==> src/rtl/health_pkg.sv <==
// Shared types and constants for the player health controller.
package health_pkg;

  typedef enum logic [1:0] {
    IDLE   = 2'd0,
    ALIVE  = 2'd1,
    INVULN = 2'd2,
    DEAD   = 2'd3
  } state_e;

  localparam int FCNT_W         = 8;
  localparam int DEF_MAX_HEARTS = 3;

endpackage

==> src/rtl/frame_downcounter.sv <==
// Loadable frame-tick down-counter; done flags a count of one.
// Priority: clr over load over tick; it parks at zero.
module frame_downcounter #(
  parameter int W = 8
) (
  input  logic         clk,
  input  logic         rst,
  input  logic         clr,
  input  logic         load,
  input  logic [W-1:0] load_val,
  input  logic         tick,
  output logic         done
);

  logic [W-1:0] cnt_q, cnt_d;

  always_comb begin
    cnt_d = cnt_q;
    if (clr) begin
      cnt_d = '0;
    end else if (load) begin
      cnt_d = load_val;
    end else if (tick && (cnt_q != '0)) begin
      cnt_d = cnt_q - W'(1);
    end
  end

  always_ff @(posedge clk) begin
    if (rst) cnt_q <= '0;
    else     cnt_q <= cnt_d;
  end

  assign done = (cnt_q == W'(1));

endmodule

==> src/rtl/health_ctrl.sv <==
// Player heart count, post-hit invulnerability with sprite blink, game over.
// Optional frame-based heart regeneration under HEALTH_REGEN_EN.
module health_ctrl
  import health_pkg::*;
#(
  parameter int MAX_HEARTS    = DEF_MAX_HEARTS,
  parameter int INVULN_FRAMES = 60,
  parameter int BLINK_FRAMES  = 4
`ifdef HEALTH_REGEN_EN
  ,
  parameter int REGEN_FRAMES  = 600
`endif
) (
  input  logic       clk,
  input  logic       rst,
  input  logic       frame_tick,
  input  logic       game_start,
  input  logic       hit,
  input  logic       heal,
  output logic [1:0] num_hearts,
  output logic       invuln,
  output logic       sprite_visible,
  output logic       dead,
  output logic       life_lost
);

  localparam logic [1:0] MAX_H = 2'(MAX_HEARTS);

  state_e     state_q, state_d;
  logic [1:0] hearts_q, hearts_d;
  logic       invuln_q, invuln_d;
  logic       vis_q, vis_d;
  logic       dead_q, dead_d;
  logic       lost_q, lost_d;

  logic inv_tick, inv_done, blk_done;
  logic inv_load, inv_clr, blk_load, blk_clr;
  logic hit_acc, can_heal, regen_inc, gain;

  assign inv_tick = frame_tick && (state_q == INVULN);
  assign can_heal = (hearts_q < MAX_H);
  assign gain     = (heal || regen_inc) && can_heal;

  frame_downcounter #(.W(FCNT_W)) u_inv (
    .clk      (clk),
    .rst      (rst),
    .clr      (inv_clr),
    .load     (inv_load),
    .load_val (FCNT_W'(INVULN_FRAMES)),
    .tick     (inv_tick),
    .done     (inv_done)
  );

  frame_downcounter #(.W(FCNT_W)) u_blink (
    .clk      (clk),
    .rst      (rst),
    .clr      (blk_clr),
    .load     (blk_load),
    .load_val (FCNT_W'(BLINK_FRAMES)),
    .tick     (inv_tick),
    .done     (blk_done)
  );

`ifdef HEALTH_REGEN_EN
  localparam int RW = $clog2(REGEN_FRAMES + 1);

  logic rg_elig, rg_done, rg_load;

  assign rg_elig   = ((state_q == ALIVE) || (state_q == INVULN))
                     && can_heal;
  assign regen_inc = frame_tick && rg_elig && rg_done && !game_start;
  // Holding the reload while ineligible restarts the count cleanly.
  assign rg_load   = !rg_elig || hit_acc || game_start || regen_inc;

  frame_downcounter #(.W(RW)) u_regen (
    .clk      (clk),
    .rst      (rst),
    .clr      (1'b0),
    .load     (rg_load),
    .load_val (RW'(REGEN_FRAMES)),
    .tick     (frame_tick && rg_elig),
    .done     (rg_done)
  );
`else
  assign regen_inc = 1'b0;
`endif

  always_comb begin
    state_d  = state_q;
    hearts_d = hearts_q;
    vis_d    = vis_q;
    lost_d   = 1'b0;
    hit_acc  = 1'b0;
    inv_load = 1'b0;
    inv_clr  = 1'b0;
    blk_load = 1'b0;
    blk_clr  = 1'b0;
    if (game_start) begin
      state_d  = ALIVE;
      hearts_d = MAX_H;
      vis_d    = 1'b1;
      inv_clr  = 1'b1;
      blk_clr  = 1'b1;
    end else begin
      unique case (state_q)
        ALIVE: begin
          if (hit) begin
            hit_acc = 1'b1;
            lost_d  = 1'b1;
            if (hearts_q > 2'd1) begin
              hearts_d = hearts_q - 2'd1;
              state_d  = INVULN;
              vis_d    = 1'b0;
              inv_load = 1'b1;
              blk_load = 1'b1;
            end else begin
              hearts_d = 2'd0;
              state_d  = DEAD;
            end
          end else if (gain) begin
            hearts_d = hearts_q + 2'd1;
          end
        end
        INVULN: begin
          if (gain) hearts_d = hearts_q + 2'd1;
          if (inv_tick && inv_done) begin
            state_d = ALIVE;
            vis_d   = 1'b1;
            blk_clr = 1'b1;
          end else if (inv_tick && blk_done) begin
            vis_d    = !vis_q;
            blk_load = 1'b1;
          end
        end
        default: ;
      endcase
    end
    invuln_d = (state_d == INVULN);
    dead_d   = (state_d == DEAD);
  end

  always_ff @(posedge clk) begin
    if (rst) begin
      state_q  <= IDLE;
      hearts_q <= MAX_H;
      invuln_q <= 1'b0;
      vis_q    <= 1'b1;
      dead_q   <= 1'b0;
      lost_q   <= 1'b0;
    end else begin
      state_q  <= state_d;
      hearts_q <= hearts_d;
      invuln_q <= invuln_d;
      vis_q    <= vis_d;
      dead_q   <= dead_d;
      lost_q   <= lost_d;
    end
  end

  assign num_hearts     = hearts_q;
  assign invuln         = invuln_q;
  assign sprite_visible = vis_q;
  assign dead           = dead_q;
  assign life_lost      = lost_q;

endmodule

==> config.mk <==
export PLATFORM = sky130hd
export DESIGN_NAME = health_ctrl
export DESIGN_NICKNAME = d
export VERILOG_FILES = /design/src/rtl/health_pkg.sv /design/src/rtl/frame_downcounter.sv /design/src/rtl/health_ctrl.sv
export SDC_FILE = /design/constraint.sdc
export NUM_CORES = 1
export LEC_CHECK = 0
export ABC_AREA = 1
export CORE_MARGIN = 2
export CORE_UTILIZATION = 45
export CTS_CLUSTER_SIZE = 20
export DETAILED_ROUTE_END_ITERATION = 10
export PLACE_DENSITY = 0.72
export REMOVE_ABC_BUFFERS = 1
export SLEW_MARGIN = 30
export SYNTH_ARGS = -nofsm -noshare
export SYNTH_HDL_FRONTEND = slang
export SYNTH_SLANG_ARGS = --single-unit
==> constraint.sdc <==
create_clock -name clk -period 1.94 [get_ports clk]
set_clock_uncertainty 0.1 [all_clocks]
set_input_delay 0.582 -clock clk [delete_from_list [all_inputs] [get_ports clk]]
set_output_delay 0.582 -clock clk [all_outputs]
set_load 0.02 [all_outputs]
==> out/results.tsv, run 1 <==
stage	metric	value	unit
outcome	outcome	completed	
layout	commonest non-fill, non-tap cell in the layout	nand2_1	
synth	Post-Synth XOR/XNOR Area	6.59	%
layout	number of nets in the layout	255	
layout	commonest cells after routing, fill and taps aside	nand2_1 (38), inv_1 (31), nor2_1 (30)	
global_routing	grt total ovfl	0	
worst_setup_path	crit path DAT	1.11	ns
timing	fmax	0.559	GHz
synth	Synth Area in Simple Gates	32.9	%
clock_tree	H-tree levels	1	
synth	FF+latch count, synth	24	
timing	final number of hold-violating endpoints	0	
power_and_ir_drop	P_leak	0.861	nW
clock_tree	CTS tree	yes	
worst_setup_path	FF-to-FF End	u_blink.cnt_q[6]	
layout	area delta synth->final	19.7	%
synth	Cell Area, Synth	0.00146	mm²
timing	relative slew slack	84.5	%
route	drt pass-1 iters	4	
clock_tree	clk slew on worst S/H paths	0.14	ns
timing	Period minus WS final	1.79	ns
placement	IO buf count	11	
floorplan	IO Count	12	
route	number of DRC markers in iteration 0	34	
layout	antenna cell count	0	
clock_tree	clock buffer depth	2	
worst_setup_path	CP Capture Type	output port	
timing	Slew Limit Fails	0	
synth	ys flop type	dfxtp_1	
global_routing	vias in the first global route	1108	
layout	Final Instance Area	0.00175	mm²
power_and_ir_drop	final total power	0.875	mW
worst_setup_path	Top delay family on crit path	flip-flops	
synth	Synth Area in Adders	7.70	%
route	Wirelength per Cell	9.88	µm
timing	final hold slack	0.385	ns
synth	yosys warns	0	
synth	Cell variety after synth	26	
worst_setup_path	critical-path maximum fanout	5	
layout	Core Util, Final	56.9	%
synth	Mapped Cells	213	
route	final antenna-violating net count	0	
layout	Filler cells	315	
floorplan	Die ar.	0.00372	mm²
worst_setup_path	CP required	1.26	ns
synth	mux contribution to synthesized area	0	%
synth	ys async rst share	0	%
power_and_ir_drop	PwrDens	500	mW/mm²
clock_tree	setup bufs post-CTS	0	
worst_setup_path	Worst setup startpoint	num_hearts[1]	
synth	largest family of logic cells by synthesized area	simple AND/OR/NAND/NOR gates	
synth	post-synthesis sequential area ratio	32.8	%
clock_tree	root buf cell	clkbuf_4	
floorplan	Die Height	61.0	µm
floorplan	Core ar.	0.00308	mm²
run	Max-cap violations	0	
route	Vias/cell	4.73	
clock_tree	Sink Count	24	
global_routing	gr usage total	16.3	%
synth	EDFF count, synth	0	
synth	average size of a mapped cell	6.87	µm²
worst_setup_path	Worst R2R Start	state_q[0]	
timing	worst-margin pin slew	0.230	ns
synth	Compound-Gate Fraction of Synth Area	10.3	%
clock_tree	Clock Latency Late Sink	0.32	ns
placement	GP Congestion	0.816	
worst_setup_path	crit path max-delay cell type	dfxtp_1	
global_routing	largest net degree at the start of global routing	14	
global_routing	first-pass GRT wire length	4630	µm
route	Final Routed Wirelength	2800	µm
worst_setup_path	critical path launch point type	flop	
worst_setup_path	setup slack, reg-to-reg	0.23	ns
hold_path	Hold WC Path Type	flop to flop	
timing	RSZ-0062 raised after global routing	no	
worst_setup_path	critical path depth in cells	1	
worst_setup_path	Worst path max stage delay	0.43	ns
clock_tree	TritonCTS buffer count	3	
clock_tree	# hold bufs at CTS	0	
layout	share of cells above drive strength 1	13.0	%
placement	DP HPWL	2200	µm
timing	Final setup viols	0	
layout	register area	480	µm²
timing	setup TNS	0	ns
route	drt drc	0	
placement	placed cell areas	0.00171	mm²
worst_setup_path	reg2reg path depth	10	
worst_setup_path	CP bufs+invs	1	
power_and_ir_drop	Worst VDD drop	0.272	mV
route	Vias	1338	
global_routing	initial antenna violation count	0	
worst_setup_path	crit-path cells	dlygate4sd2_1	
layout	Multi-input gate area	841	µm²
worst_setup_path	Critical Path End	num_hearts[1]	
floorplan	Initial Util	47.5	%
worst_setup_path	crit path kind	flop to output port	
floorplan	site row count	20	
timing	final worst-path cycle share	92.2	%
floorplan	die width	61.0	µm
[metal layers]
metal  global-route usage, %  vias to the layer above  part of all wire (%)  wire (µm)
li1                        -                      731                     -          -
met4                    6.52                        0                   1.1         32
met2                    24.1                       14                    44       1240
met3                    2.10                        4                   2.4         66
met1                    24.2                      589                    52       1460
met5                       0                        -                     0          0
[cell families (layout without fill, tap and decap cells)]
family / Yosys count / after routing
and+or+nand+nor: 105 / 105
buffers and inverters: 37 / 63
AOI/OAI and AO/OA: 27 / 27
DFF: 24 / 24
xor gates and xnor gates: 11 / 11
adders and majority gates: 9 / 9
[cells in the mapped netlist (all sizes together), types with 6 or more instances]
library cell / n / area (µm²)
a21oi: 12 / 60.1
dfxtp: 24 / 480
ha: 9 / 113
inv: 37 / 141
nand2: 43 / 179
nand3: 20 / 105
nand4: 6 / 37.5
nor2: 34 / 148
o21ai: 9 / 45.0
xor2: 10 / 87.6
[worst min-delay path by stage]
stage	startpoint	to	slack (ns)	cells after the start
after floorplan	u_inv.cnt_q[6]	u_inv.cnt_q[6]	0.36	2
after global placement	u_inv.cnt_q[6]	u_inv.cnt_q[6]	0.37	2
after detailed placement	u_inv.cnt_q[6]	u_inv.cnt_q[6]	0.37	2
after CTS	u_inv.cnt_q[6]	u_inv.cnt_q[6]	0.39	2
after global routing	sprite_visible	sprite_visible	0.43	2
final	u_inv.cnt_q[6]	u_inv.cnt_q[6]	0.38	2
[state kept, by name (all words and copies together), names as in the netlist]
signal,flops
u_blink.cnt_q,8
u_inv.cnt_q,8
num_hearts,2
state_q,2
dead,1
invuln,1
life_lost,1
sprite_visible,1
[cell type report]
type                            instances  area share (%)
Tap cell                               44            3.15
Clock buffer                            4            2.07
Inverter                               37            8.08
Sequential cell                        24            27.4
Multi-Input combinational cell        152            48.0
Timing Repair Buffer                   22            11.2
[stage by stage]
| step | std cells | setup WS, ns |
|---|---|---|
| 2_1_floorplan | 213 | 0.309 |
| 3_3_place_gp | 279 | -0.0714 |
| 3_5_place_dp | 279 | -0.0866 |
| 4_1_cts | 283 | 0.00454 |
| 5_1_grt | 283 | 0.0451 |
| 6_report | 283 | 0.150 |
[report_power, final]
part           internal, mW  leakage (nW)  switching, mW
clock network         0.115        0.0210          0.148
logic                0.0464         0.646         0.0608
registers             0.500         0.194        0.00588
[timing repair]
item                                    4_1_cts  5_1_grt
endpoints found under the hold margin         0        0
endpoints found under the setup margin        3        3
resized for setup                             3        3
(Power assumes the default switching activity.)
==> inputs of run 2 (changes only) <==
- CORE_ASPECT_RATIO: not set -> 0.9
- CORE_UTILIZATION: 45 -> 40
- PLACE_DENSITY: 0.72 -> 0.67
==> out/results.tsv, run 2 (synthesis gave the netlist of run 1 again) <==
stage	metric	value	unit
outcome	outcome	completed	
clock_tree	Sink Count	24	
clock_tree	TritonCTS buffer count	3	
floorplan	IO Count	12	
worst_setup_path	Top delay family on crit path	buffers and inverters	
route	Vias	1327	
worst_setup_path	crit path DAT	1.19	ns
worst_setup_path	crit-path cells	clkdlybuf4s50_1	
worst_setup_path	CP bufs+invs	1	
worst_setup_path	CP Capture Type	output port	
floorplan	Die Height	61.4	µm
route	Vias/cell	4.72	
timing	Period minus WS final	1.87	ns
floorplan	Initial Util	42.7	%
worst_setup_path	critical path depth in cells	1	
route	drt drc	0	
floorplan	die width	67.7	µm
placement	DP HPWL	2240	µm
layout	antenna cell count	0	
clock_tree	clk slew on worst S/H paths	0.09	ns
clock_tree	H-tree levels	1	
clock_tree	root buf cell	clkbuf_8	
placement	placed cell areas	0.00170	mm²
timing	fmax	0.534	GHz
floorplan	Die ar.	0.00416	mm²
route	number of DRC markers in iteration 0	93	
worst_setup_path	crit path kind	flop to output port	
timing	RSZ-0062 raised after global routing	no	
floorplan	Core ar.	0.00343	mm²
timing	Final setup viols	0	
layout	share of cells above drive strength 1	12.7	%
placement	GP Congestion	0.823	
hold_path	Hold WC Path Type	flop to flop	
power_and_ir_drop	Worst VDD drop	0.381	mV
timing	final number of hold-violating endpoints	0	
route	final antenna-violating net count	0	
worst_setup_path	critical-path maximum fanout	1	
floorplan	site row count	20	
clock_tree	Clock Latency Late Sink	0.27	ns
route	drt pass-1 iters	4	
global_routing	gr usage total	16.0	%
route	Wirelength per Cell	10.2	µm
route	Final Routed Wirelength	2880	µm
worst_setup_path	critical path launch point type	flop	
global_routing	grt total ovfl	0	
power_and_ir_drop	P_leak	0.817	nW
layout	area delta synth->final	21.2	%
timing	setup TNS	0	ns
timing	worst-margin pin slew	0.233	ns
layout	commonest non-fill, non-tap cell in the layout	nand2_1	
clock_tree	CTS tree	yes	
layout	number of nets in the layout	253	
clock_tree	clock buffer depth	2	
timing	relative slew slack	84.3	%
worst_setup_path	Worst path max stage delay	0.60	ns
timing	final worst-path cycle share	96.5	%
layout	Largest regs	u_blink.cnt_q: 8 flops, u_inv.cnt_q: 8 flops	
clock_tree	# hold bufs at CTS	0	
worst_setup_path	CP required	1.26	ns
run	Max-cap violations	0	
worst_setup_path	reg2reg path depth	9	
timing	Slew Limit Fails	0	
layout	Final Instance Area	0.00177	mm²
global_routing	largest net degree at the start of global routing	15	
placement	IO buf count	11	
layout	commonest cells after routing, fill and taps aside	nand2_1 (38), inv_1 (31), nor2_1 (29)	
worst_setup_path	crit path max-delay cell type	clkdlybuf4s50_1	
power_and_ir_drop	PwrDens	595	mW/mm²
global_routing	first-pass GRT wire length	4920	µm
global_routing	initial antenna violation count	0	
global_routing	vias in the first global route	1145	
hold_path	Hold Path Depth	2	
-- run 2: changes by cell type in the layout (fill, tap and decap cells not counted), moves of 2 or more --
| cell | change |
|---|---|
| dlygate4sd2_1 | -2 |
| clkbuf_8 | +2 |
| clkbuf_4 | -3 |
| buf_4 | -2 |
| clkdlybuf4s50_1 | +3 |
-- run 2: report_power, final --
group	internal (mW)	switching [mW]	leakage [nW]
clock	0.276	0.167	0.0357
sequential	0.499	0.00585	0.194
combinational	0.0461	0.0614	0.587
total	0.821	0.234	0.817
-- run 2: timing repair --
item	CTS	global route
setup endpoints to repair	1	3
hold endpoints to repair	0	0
buffers inserted	0	0
resized for setup	1	3
-- run 2: worst paths after layout --
kind                      end              from  slack [ns]
max                      dead              dead        0.07
min            u_inv.cnt_q[6]    u_inv.cnt_q[6]        0.38
max reg2reg  u_blink.cnt_q[6]  u_blink.cnt_q[0]        0.21
min reg2reg    u_inv.cnt_q[6]    u_inv.cnt_q[6]        0.38
-- run 2: cell type report --
cell class | count | area (µm²)
flip-flops and latches | 24 | 480
repair buffers | 20 | 181
inverters | 37 | 141
multi-input cells | 152 | 843
clock inverters | 1 | 30.0
clock buffers | 3 | 41.3
fillers | 343 | 1660
well taps | 44 | 55.1
-- run 2: per-layer routing --
metal	part of all wire, %	GRT usage (%)
met1	53	22.0
met2	42	24.5
met3	3.2	2.38
met4	2.0	7.87
met5	0	0
-- run 2: stage by stage --
stage	instances	setup slack (ns)	power (mW)	hold WS (ns)	util (%)
after global placement	277	-0.0864	0.624	0.367	49.5
after floorplan	213	0.309	0.584	0.358	-
final	281	0.0685	1.06	0.384	51.7
after detailed placement	277	-0.130	0.625	0.373	49.5
after CTS	281	0.00983	1.07	0.386	51.5
after global routing	281	0.0330	1.10	0.413	51.7
==> inputs of run 3 (changes only) <==
- ABC_AREA: 1 -> 0
==> out/results.tsv, run 3 <==
stage	metric	value	unit
global_routing	vias in the first global route	1141	
placement	dpl ws	-0.257	ns
clock_tree	Sink Count	24	
placement	dpl cells	224	
worst_setup_path	reg2reg path depth	6	
layout	commonest cells after routing, fill and taps aside	dfxtp_1 (24), nor2_1 (17), inv_1 (15), buf_4 (15)	
timing	worst-margin pin slew	0.455	ns
timing	relative slew slack	69.4	%
synth	largest cells by area after synthesis	dfxtp_1 (35%), ha_1 (8.1%), nor2_1 (4.6%), inv_1 (4.1%), a21oi_1 (3.2%)	
route	final antenna-violating net count	0	
floorplan	IO Count	12	
clock_tree	CTS tree	yes	
timing	Final WS setup	0.0513	ns
global_routing	largest net degree at the start of global routing	13	
run	Max-cap violations	0	
worst_setup_path	CP required	2.01	ns
worst_setup_path	Worst path max stage delay	0.49	ns
timing	Slew Limit Fails	0	
route	Final Routed Wirelength	3010	µm
global_routing	gr usage total	16.8	%
synth	post-synth top area share	34.6	%
clock_tree	Clock Latency Late Sink	0.27	ns
route	Vias	1215	
synth	area leader, netlist	dfxtp_1	
worst_setup_path	FF-to-FF End	u_blink.cnt_q[7]	
floorplan	site row count	20	
synth	top-count cell post-synth	dfxtp_1	
layout	Layout Cells excl Fill	227	
timing	final number of hold-violating endpoints	0	
power_and_ir_drop	Worst VDD drop	0.284	mV
synth	Cell variety after synth	45	
floorplan	Initial Util	41.5	%
synth	EDFF count, synth	0	
placement	DP HPWL	2380	µm
layout	number of nets in the layout	200	
synth	Cell Area, Synth	0.00139	mm²
global_routing	first-pass GRT wire length	5020	µm
layout	area delta synth->final	22.7	%
route	drt pass-1 iters	4	
timing	Period minus WS final	1.89	ns
route	Vias/cell	5.35	
placement	IO buf count	11	
synth	synth cell count leaders	dfxtp_1 (24), nor2_1 (17), inv_1 (15), a21oi_1 (9), ha_1 (9)	
clock_tree	TritonCTS buffer count	3	
outcome	outcome	completed	
timing	Final setup viols	0	
worst_setup_path	Critical Path End	invuln	
route	number of DRC markers in iteration 0	32	
layout	antenna cell count	0	
clock_tree	clk slew on worst S/H paths	0.08	ns
worst_setup_path	crit-path cells	clkdlybuf4s50_1, buf_4, and3_1, nand3_1, o221a_2, and2_4	
hold_path	Hold WC Path Type	flop to flop	
floorplan	die width	66.1	µm
worst_setup_path	Worst R2R Start	state_q[0]	
hold_path	HP Start	u_blink.cnt_q[3]	
worst_setup_path	critical-path maximum fanout	6	
worst_setup_path	crit path kind	primary input to flop	
worst_setup_path	CP Capture Type	flop	
synth	Mapped Cells	157	
clock_tree	H-tree levels	1	
synth	average size of a mapped cell	8.85	µm²
clock_tree	root buf cell	clkbuf_8	
global_routing	initial antenna violation count	0	
floorplan	Core ar.	0.00335	mm²
worst_setup_path	crit path max-delay cell type	clkdlybuf4s50_1	
power_and_ir_drop	P_leak	0.640	nW
timing	fmax	0.529	GHz
global_routing	grt total ovfl	0	
floorplan	Die ar.	0.00396	mm²
route	Wirelength per Cell	13.3	µm
clock_tree	clock buffer depth	2	
synth	post-synthesis sequential area ratio	34.6	%
clock_tree	setup bufs post-CTS	0	
synth	ys flop type	dfxtp_1	
worst_setup_path	critical path launch point type	primary input	
worst_setup_path	Worst setup startpoint	frame_tick	
worst_setup_path	crit path DAT	1.96	ns
layout	share of cells above drive strength 1	16.9	%
layout	commonest non-fill, non-tap cell in the layout	dfxtp_1	
synth	yosys warns	0	
placement	GP Congestion	0.810	
layout	Filler cells	323	
route	drt drc	0	
synth	ys async rst share	0	%
floorplan	Die Height	59.9	µm
timing	final worst-path cycle share	97.4	%
worst_setup_path	setup slack, reg-to-reg	0.17	ns
layout	Largest regs	u_blink.cnt_q: 8 flops, u_inv.cnt_q: 8 flops	
power_and_ir_drop	final total power	0.913	mW
power_and_ir_drop	PwrDens	535	mW/mm²
synth	FF+latch count, synth	24	
timing	RSZ-0062 raised after global routing	yes	
timing	setup TNS	0	ns
run 3: changes by cell type in the layout (fill, tap and decap cells not counted), moves of 4 or more:
cell and delta:
nand2_1 -30, buf_4 +6, inv_1 -16, xor2_1 -10, nand4_1 -4, nand2_2 -4, o21ai_0 -5, mux2i_1 +4
inv_2 -5, nand3_1 -12, nor2_1 -12
run 3: metal layers:
metal	global-route usage (%)	wire length, µm
met2	28.6	1440
met1	21.1	1420
met3	2.45	89
met4	7.87	57
met5	0	0
run 3: per-stage QoR:
step                      hold WS, ns  cell area (µm²)  util (%)
after global routing            0.460             1710      50.9
after detailed placement        0.420             1650      49.1
after CTS                       0.431             1680      50.2
final                           0.428             1710      50.9
after global placement          0.395             1650      49.1
after floorplan                 0.364             1370         -
run 3: cells by family (layout without fill, tap and decap cells):
| kind of cell | Yosys count | after routing | share of synthesized area [%] |
|---|---|---|---|
| and+or+nand+nor | 57 | 57 | 23.8 |
| AOI/OAI and AO/OA | 42 | 42 | 23.1 |
| DFF | 24 | 24 | 34.6 |
| buffers and inverters | 18 | 44 | 5.67 |
| adders and majority gates | 9 | 9 | 8.10 |
| muxes | 4 | 4 | 2.88 |
| xor gates and xnor gates | 3 | 3 | 1.89 |
run 3: critical path: cells and delay by family:
kind | cells | cell delay, ns
AO/OA/AOI/OAI | 1 | 0.32
AND/OR/NAND/NOR | 3 | 0.41
buffers and inverters | 2 | 0.64
run 3: report_power, final:
group / leakage [nW] / total, mW / internal (mW) / switching (mW)
clock network: 0.0216 / 0.292 / 0.139 / 0.153
logic: 0.425 / 0.114 / 0.0540 / 0.0601
registers: 0.194 / 0.506 / 0.499 / 0.00722
run 3: worst min-delay path by stage:
stage / endpoint / slack [ns] / depth (start not counted)
4_1_cts: u_blink.cnt_q[3] / 0.43 / 2
3_5_place_dp: u_blink.cnt_q[3] / 0.42 / 2
3_3_place_gp: u_blink.cnt_q[3] / 0.40 / 2
2_1_floorplan: u_blink.cnt_q[3] / 0.36 / 2
5_1_grt: u_blink.cnt_q[3] / 0.46 / 2
6_report: u_blink.cnt_q[3] / 0.43 / 2
run 3: cell type report:
| class | count | area, µm² | share of cell area (%) |
|---|---|---|---|
| flip-flops and latches | 24 | 480 | 28.2 |
| multi-input cells | 115 | 851 | 49.9 |
| well taps | 44 | 55.1 | 3.23 |
| clock buffers | 3 | 41.3 | 2.42 |
| repair buffers | 26 | 221 | 13.0 |
| inverters | 15 | 56.3 | 3.30 |
run 3: repair_timing:
item / in CTS / in global routing
setup endpoints to repair: 3 / 7
pin swaps: 0 / 0
gates resized for setup: 3 / 5
hold buffers: 0 / 0
